**src/rtl/snake_game_ctrl.sv**
```systemverilog
// -----------------------------------------------------------------------------
// snake_game_ctrl
//
// Game-flow controller for the Snake VGA design. It decides whether the game
// layer is rendered (title/background versus game), produces snake movement
// ticks that are locked to the VGA frame rate, and keeps the score.
//
// Optional feature macro: SPEEDUP_EN
//   defined   : every APPLES_PER_LEVEL accepted apples raise speed_level
//               (saturating at 15). The move period becomes
//               max(BASE_PERIOD - speed_level, MIN_PERIOD). A new period only
//               takes effect at the next frame-counter wrap.
//   undefined : the move period is fixed at BASE_PERIOD and speed_level is 0.
//
// Parameters
//   BASE_PERIOD       frames per move tick at the start of a game (>= 2)
//   MIN_PERIOD        fastest allowed frames per move tick (1..BASE_PERIOD)
//   APPLES_PER_LEVEL  apples per speed-level step (used only with SPEEDUP_EN)
//
// Ports
//   clock_25     in   pixel clock; all logic runs on its rising edge
//   reset        in   synchronous, active-high; clears all state
//   start_btn    in   start/restart button, active-high level, debounced
//   pause_btn    in   pause toggle button, active-high level, debounced
//   vga_vs       in   VGA vertical sync (active low) from the sync generator
//   collision    in   1-cycle pulse: the snake hit a wall or itself
//   apple_eaten  in   1-cycle pulse: the snake head is on the apple
//   game_enable  out  1 = render the game layer, 0 = background/title only
//   game_state   out  FSM state: 00 IDLE, 01 PLAY, 10 PAUSE, 11 OVER
//   move_tick    out  1-cycle pulse: advance the snake by one cell
//   init_snake   out  1-cycle pulse: reinitialise snake/apple positions
//   grow         out  1-cycle pulse: lengthen the snake
//   score        out  apples eaten in this game, saturating at 255
//   speed_level  out  current speed level
//
// Handshake note: there is no valid/ready traffic here. Every input event is
// either a level (buttons, vga_vs) that is edge-detected internally, or a
// single-cycle pulse that is acted on in the cycle it is seen. Every output
// pulse is registered and lasts exactly one clock.
// -----------------------------------------------------------------------------
module snake_game_ctrl #(
    parameter int BASE_PERIOD      = 8,
    parameter int MIN_PERIOD       = 2,
    parameter int APPLES_PER_LEVEL = 4
) (
    input  logic       clock_25,
    input  logic       reset,
    input  logic       start_btn,
    input  logic       pause_btn,
    input  logic       vga_vs,
    input  logic       collision,
    input  logic       apple_eaten,
    output logic       game_enable,
    output logic [1:0] game_state,
    output logic       move_tick,
    output logic       init_snake,
    output logic       grow,
    output logic [7:0] score,
    output logic [3:0] speed_level
);

    // -------------------------------------------------------------------------
    // Parameter sanity checks (elaboration time only).
    // -------------------------------------------------------------------------
    if (BASE_PERIOD < 2) begin : g_bad_base
        $error("snake_game_ctrl: BASE_PERIOD must be >= 2");
    end
    if (MIN_PERIOD < 1 || MIN_PERIOD > BASE_PERIOD) begin : g_bad_min
        $error("snake_game_ctrl: MIN_PERIOD must be in 1..BASE_PERIOD");
    end
    if (APPLES_PER_LEVEL < 1) begin : g_bad_apl
        $error("snake_game_ctrl: APPLES_PER_LEVEL must be >= 1");
    end

    // -------------------------------------------------------------------------
    // Constants
    // -------------------------------------------------------------------------
    localparam logic [1:0] ST_IDLE  = 2'b00;
    localparam logic [1:0] ST_PLAY  = 2'b01;
    localparam logic [1:0] ST_PAUSE = 2'b10;
    localparam logic [1:0] ST_OVER  = 2'b11;

    // Wide enough to hold BASE_PERIOD-1, the largest count ever reached.
    localparam int CNT_W = $clog2(BASE_PERIOD + 1);

    localparam logic [CNT_W-1:0] BASE_M1 = CNT_W'(BASE_PERIOD - 1);

    // -------------------------------------------------------------------------
    // State and edge-detect registers
    // -------------------------------------------------------------------------
    logic [1:0]       state;
    logic [1:0]       state_next;
    logic             start_q;
    logic             pause_q;
    logic             vs_q;
    logic [CNT_W-1:0] frame_cnt;
    logic [CNT_W-1:0] period_m1;     // active move period minus one
    logic             move_tick_r;
    logic             init_snake_r;
    logic             grow_r;
    logic [7:0]       score_r;

    // -------------------------------------------------------------------------
    // Event decode
    // -------------------------------------------------------------------------
    logic start_press;
    logic pause_press;
    logic frame_tick;
    logic start_game;
    logic accept_apple;
    logic count_frame;
    logic wrap;

    // A held button produces a single press: only the 0->1 transition counts.
    assign start_press = start_btn & ~start_q;
    assign pause_press = pause_btn & ~pause_q;

    // vga_vs is active low, so the start of each sync pulse marks one frame.
    assign frame_tick  = vs_q & ~vga_vs;

    // A new game can be launched from the title screen or the game-over screen.
    assign start_game   = start_press && ((state == ST_IDLE) || (state == ST_OVER));

    // A collision in the same cycle as an apple wins: the game ends and the
    // apple is not scored.
    assign accept_apple = (state == ST_PLAY) && apple_eaten && !collision;

    // Frames are only counted while playing; PAUSE keeps the partial count so
    // resuming neither adds nor loses a tick.
    assign count_frame  = (state == ST_PLAY) && frame_tick;
    assign wrap         = count_frame && (frame_cnt == period_m1);

    // -------------------------------------------------------------------------
    // Next-state logic
    // -------------------------------------------------------------------------
    always_comb begin
        state_next = state;
        case (state)
            ST_IDLE: begin
                // A simultaneous pause press is ignored.
                if (start_press) state_next = ST_PLAY;
            end
            ST_PLAY: begin
                if (collision)        state_next = ST_OVER;
                else if (pause_press) state_next = ST_PAUSE;
            end
            ST_PAUSE: begin
                // Start, collision and apple events have no effect here.
                if (pause_press) state_next = ST_PLAY;
            end
            ST_OVER: begin
                if (start_press) state_next = ST_PLAY;
            end
            default: state_next = ST_IDLE;
        endcase
    end

    // -------------------------------------------------------------------------
    // Main sequential logic
    // -------------------------------------------------------------------------
    always_ff @(posedge clock_25) begin
        if (reset) begin
            state        <= ST_IDLE;
            start_q      <= 1'b0;
            pause_q      <= 1'b0;
            vs_q         <= 1'b0;
            frame_cnt    <= '0;
            move_tick_r  <= 1'b0;
            init_snake_r <= 1'b0;
            grow_r       <= 1'b0;
            score_r      <= 8'd0;
        end else begin
            start_q      <= start_btn;
            pause_q      <= pause_btn;
            vs_q         <= vga_vs;
            state        <= state_next;

            // Output pulses are one-cycle registered copies of their events.
            move_tick_r  <= wrap;
            init_snake_r <= start_game;
            grow_r       <= accept_apple;

            // Counter starts at 0 on game start, so the first move tick comes
            // on the period-th frame after entering PLAY.
            if (start_game) begin
                frame_cnt <= '0;
            end else if (wrap) begin
                frame_cnt <= '0;
            end else if (count_frame) begin
                frame_cnt <= frame_cnt + CNT_W'(1);
            end

            // Score is held through OVER so it stays on screen until restart.
            if (start_game) begin
                score_r <= 8'd0;
            end else if (accept_apple && (score_r != 8'hFF)) begin
                score_r <= score_r + 8'd1;
            end
        end
    end

`ifdef SPEEDUP_EN
    // -------------------------------------------------------------------------
    // Speed-up logic: level rises every APPLES_PER_LEVEL accepted apples.
    // -------------------------------------------------------------------------
    localparam int APL_W = (APPLES_PER_LEVEL > 1) ? $clog2(APPLES_PER_LEVEL) : 1;

    localparam logic [APL_W-1:0] APL_LAST = APL_W'(APPLES_PER_LEVEL - 1);

    logic [3:0]       level_r;
    logic [APL_W-1:0] apple_cnt;
    logic [CNT_W-1:0] period_m1_r;
    logic [CNT_W-1:0] level_period_m1;

    // Period implied by the current level: BASE_PERIOD - level, floored at
    // MIN_PERIOD.
    always_comb begin
        int p;
        p = BASE_PERIOD - int'(level_r);
        if (p < MIN_PERIOD) p = MIN_PERIOD;
        level_period_m1 = CNT_W'(p - 1);
    end

    always_ff @(posedge clock_25) begin
        if (reset) begin
            level_r     <= 4'd0;
            apple_cnt   <= '0;
            period_m1_r <= BASE_M1;
        end else if (start_game) begin
            level_r     <= 4'd0;
            apple_cnt   <= '0;
            period_m1_r <= BASE_M1;
        end else begin
            // The active period is only reloaded at a counter wrap, so a level
            // change never shortens or stretches the interval in progress.
            if (wrap) begin
                period_m1_r <= level_period_m1;
            end

            if (accept_apple) begin
                if (apple_cnt == APL_LAST) begin
                    apple_cnt <= '0;
                    if (level_r != 4'hF) level_r <= level_r + 4'd1;
                end else begin
                    apple_cnt <= apple_cnt + APL_W'(1);
                end
            end
        end
    end

    assign period_m1   = period_m1_r;
    assign speed_level = level_r;
`else
    // Fixed-speed build: constant period, no level state.
    assign period_m1   = BASE_M1;
    assign speed_level = 4'd0;
`endif

    // -------------------------------------------------------------------------
    // Outputs
    // -------------------------------------------------------------------------
    assign game_enable = (state != ST_IDLE);
    assign game_state  = state;
    assign move_tick   = move_tick_r;
    assign init_snake  = init_snake_r;
    assign grow        = grow_r;
    assign score       = score_r;

endmodule
```
**config.mk**
```make
export PLATFORM = sky130hd
export DESIGN_NAME = snake_game_ctrl
export DESIGN_NICKNAME = d
export VERILOG_FILES = /design/src/rtl/snake_game_ctrl.sv
export SDC_FILE = /design/constraint.sdc
export NUM_CORES = 1
export LEC_CHECK = 0
export BUFFER_PORTS_ARGS = -buffer_cell sky130_fd_sc_hd__buf_2
export CAP_MARGIN = 20
export CELL_PAD_IN_SITES_DETAIL_PLACEMENT = 1
export CELL_PAD_IN_SITES_GLOBAL_PLACEMENT = 2
export CORE_MARGIN = 4
export CORE_UTILIZATION = 29
export DETAILED_ROUTE_END_ITERATION = 16
export PLACE_DENSITY = 0.72
export SKIP_CTS_REPAIR_TIMING = 1
export SLEW_MARGIN = 10
export SYNTH_ARGS = -nofsm -noshare
export SYNTH_HDL_FRONTEND = slang
export SYNTH_SLANG_ARGS = --single-unit
```
**constraint.sdc**
```tcl
create_clock -name clock_25 -period 1.98 [get_ports clock_25]
set_input_delay 0.099 -clock clock_25 [delete_from_list [all_inputs] [get_ports clock_25]]
set_output_delay 0.099 -clock clock_25 [all_outputs]
set_load 0.01 [all_outputs]
```
==> impl_metrics.env <==
export IMPL_status="complete, no violations"
export IMPL_cap_violations=0
export IMPL_synth_edf_count=0
export IMPL_synth_main_ff_cell="dfxtp_1"
export IMPL_grt_total_usage_pct=11.8
export IMPL_hp_start="pause_btn"
export IMPL_crit_path_start_kind="flip-flop"
export IMPL_die_w_um=65.2
export IMPL_r2r_start="game_state[1]"
export IMPL_synthCells=109
export IMPL_post_route_util_pct=36.6
export IMPL_setup_tns_ps=0
export IMPL_ys_ff_latch=20
export IMPL_overflow=0
export IMPL_cts_buffers=3
export IMPL_clockBufferDepth=2
export IMPL_clk_pin_slew_worst_paths_ps=120
export IMPL_dieArea_um2=4240
export IMPL_cts_tree="done"
export IMPL_place_hpwl_mm=1.75
export IMPL_hp_class="input port to flip-flop"
export IMPL_yosys_cell_types_count=37
export IMPL_vias_per_cell=4.77
export IMPL_setup_violations=0
export IMPL_cp_end_kind="flip-flop"
export IMPL_ys_async_sr_fraction_pct=0
export IMPL_clk_insertion_delay_late_ps=300
export IMPL_rows=20
export IMPL_r2r_cells=7
export IMPL_fillers=385
export IMPL_fp_dieH_um=65.2
export IMPL_clock_sinks=20
export IMPL_path_max_fanout=6
export IMPL_start_util_pct=30.8
export IMPL_hold_viol=0
export IMPL_grt_max_degree=12
export IMPL_cp_data_required_time_ps=2190
export IMPL_root_buffer="clkbuf_4"
export IMPL_place_gp_congestion=0.705
export IMPL_num_vias=840
export IMPL_drc_errors=0
export IMPL_grt_pass1_wl_mm=3.85
export IMPL_first_pass_iters=3
export IMPL_leakagePower_nw=0.484
export IMPL_io_buffer_count=20
export IMPL_drive_gt1_share_pct=20.5
export IMPL_r2r_end="game_state[0]"
export IMPL_area_delta_synth_final_pct=19.0
export IMPL_antennaDiodeCount=0
export IMPL_max_freq_mhz=603
export IMPL_dr_first_iter_drc_count=13
export IMPL_worstSetupPathType="flip-flop to flip-flop"
export IMPL_period_needed_ps=1660
export IMPL_hold_end="pause_q"
export IMPL_antenna_found_initial=0
export IMPL_fin_hold_ws_ps=23.8
export IMPL_rsz0062_at_grt="no"
export IMPL_rrSetupSlack_ps=320
export IMPL_ir_worst_vdd_mv=0.255
export IMPL_routed_wl_mm=2.17
export IMPL_seq_area_frac_synth_pct=42.3
export IMPL_h_tree_depth=1
export IMPL_core_area_um2=3080
export IMPL_min_period_over_period_pct=83.7
export IMPL_io_pins=25
export IMPL_powerDensity_nw_per_um2=770
export IMPL_finalMaxSlewViolations=0
export IMPL_syn_area_um2=947
export IMPL_arrival_ps=1870
export IMPL_antenna_left=0
export IMPL_synth_warning_count=0
export IMPL_routedWlPerCell_um=12.3
export IMPL_hold_depth=3
export IMPL_nNetsFinal=145
export IMPL_avgSynthCellArea_um2=8.69
export IMPL_grt_pass1_vias=865
export IMPL_finalClockSkew_ps=7.36
[cells by family after synthesis]
family	share of synthesized area, %
buffers and inverters	6.74
DFF	42.3
AOI/OAI and AO/OA	14.0
other	0.396
xor gates and xnor gates	2.77
adders and majority gates	6.61
and+or+nand+nor	27.2
[worst max path at each step]
stage | slack [ps] | depth (start not counted) | from | endpoint
after floorplan | 310 | 6 | game_state[1] | score[5]
final | 320 | 7 | game_state[1] | game_state[0]
after global placement | 380 | 7 | game_state[1] | game_state[0]
after detailed placement | 350 | 7 | game_state[1] | game_state[0]
after CTS | 300 | 7 | game_state[1] | game_state[0]
after global routing | 110 | 7 | game_state[1] | game_state[0]
[final cells by class]
class | instances | area, um^2 | share of cell area (%)
flip-flops and latches | 20 | 400 | 35.5
inverters | 7 | 26.3 | 2.33
clock buffers | 4 | 36.3 | 3.22
well taps | 44 | 55.1 | 4.88
multi-input cells | 79 | 494 | 43.8
repair buffers | 22 | 115 | 10.2
[state kept, by name, summed over array words and instances, names as in the netlist]
| name | count |
|---|---|
| game_state | 2 |
| move_tick | 1 |
| vs_q | 1 |
| score | 8 |
| frame_cnt | 4 |
| pause_q | 1 |
| init_snake | 1 |
| start_q | 1 |
| grow | 1 |
[placed cells by master (no fill, tap or decap), types with 2 or more instances in the layout]
| master | synthesis | final |
|---|---|---|
| buf_4 | 4 | 2 |
| dfxtp_1 | 20 | 20 |
| or4_1 | 2 | 2 |
| inv_1 | 7 | 7 |
| o21ai_0 | 3 | 3 |
| nand3b_1 | 2 | 2 |
| nand3_1 | 4 | 4 |
| buf_2 | 0 | 20 |
| nand4_1 | 2 | 2 |
| clkbuf_4 | 0 | 3 |
| xor2_1 | 2 | 2 |
| a211oi_1 | 5 | 5 |
| and3_1 | 2 | 2 |
| a21oi_1 | 5 | 5 |
| nand2_1 | 5 | 5 |
| conb_1 | 1 | 4 |
| and3b_1 | 2 | 2 |
| nor3_1 | 4 | 4 |
| nor2b_1 | 3 | 3 |
| nor2_1 | 12 | 12 |
| ha_1 | 5 | 5 |
[synth_stat cells, types with 3 or more instances]
| library cell | n | area share [%] |
|---|---|---|
| a211oi_1 | 5 | 4.0 |
| a21oi_1 | 5 | 2.6 |
| buf_4 | 4 | 3.2 |
| nand2_1 | 5 | 2.0 |
| inv_1 | 7 | 2.8 |
| nor3_1 | 4 | 2.1 |
| o21ai_0 | 3 | 1.6 |
| nor2_1 | 12 | 4.8 |
| nor2b_1 | 3 | 2.0 |
| ha_1 | 5 | 6.6 |
| nand3_1 | 4 | 2.1 |
| dfxtp_1 | 20 | 42 |
[per-layer routing]
layer / global-route usage [%] / share of wire, % / vias up
li1: - / - / 426
met1: 13.1 / 43 / 400
met2: 21.6 / 52 / 12
met3: 2.74 / 4.4 / 2
met4: 4.66 / 0.88 / 0
met5: 0 / 0 / -
[where the power goes]
part           switching, mW  internal [mW]  leakage [nW]
clock                  0.134          0.112        0.0210
combinational          0.109         0.0750         0.300
sequential            0.0142          0.423         0.163
total                  0.258          0.610         0.484
[worst max-delay path, cell delays in order, from the launching register on]
cell and delay [ps]:
dfxtp_1 360, inv_1 80, ha_1 190, buf_4 160, nor2b_1 140, o22ai_1 280, a21oi_1 110, a311oi_1 250
[metrics by stage]
stage | power, mW | cell area, um^2 | worst slack, ps | instances
after floorplan | 0.571 | 958 | 308 | 112
after global placement | 0.631 | 1090 | 375 | 172
after detailed placement | 0.633 | 1090 | 351 | 172
after CTS | 0.883 | 1130 | 296 | 176
after global routing | 0.922 | 1130 | 106 | 176
final | 0.868 | 1130 | 322 | 176
Power figures use the tool's default switching activity.
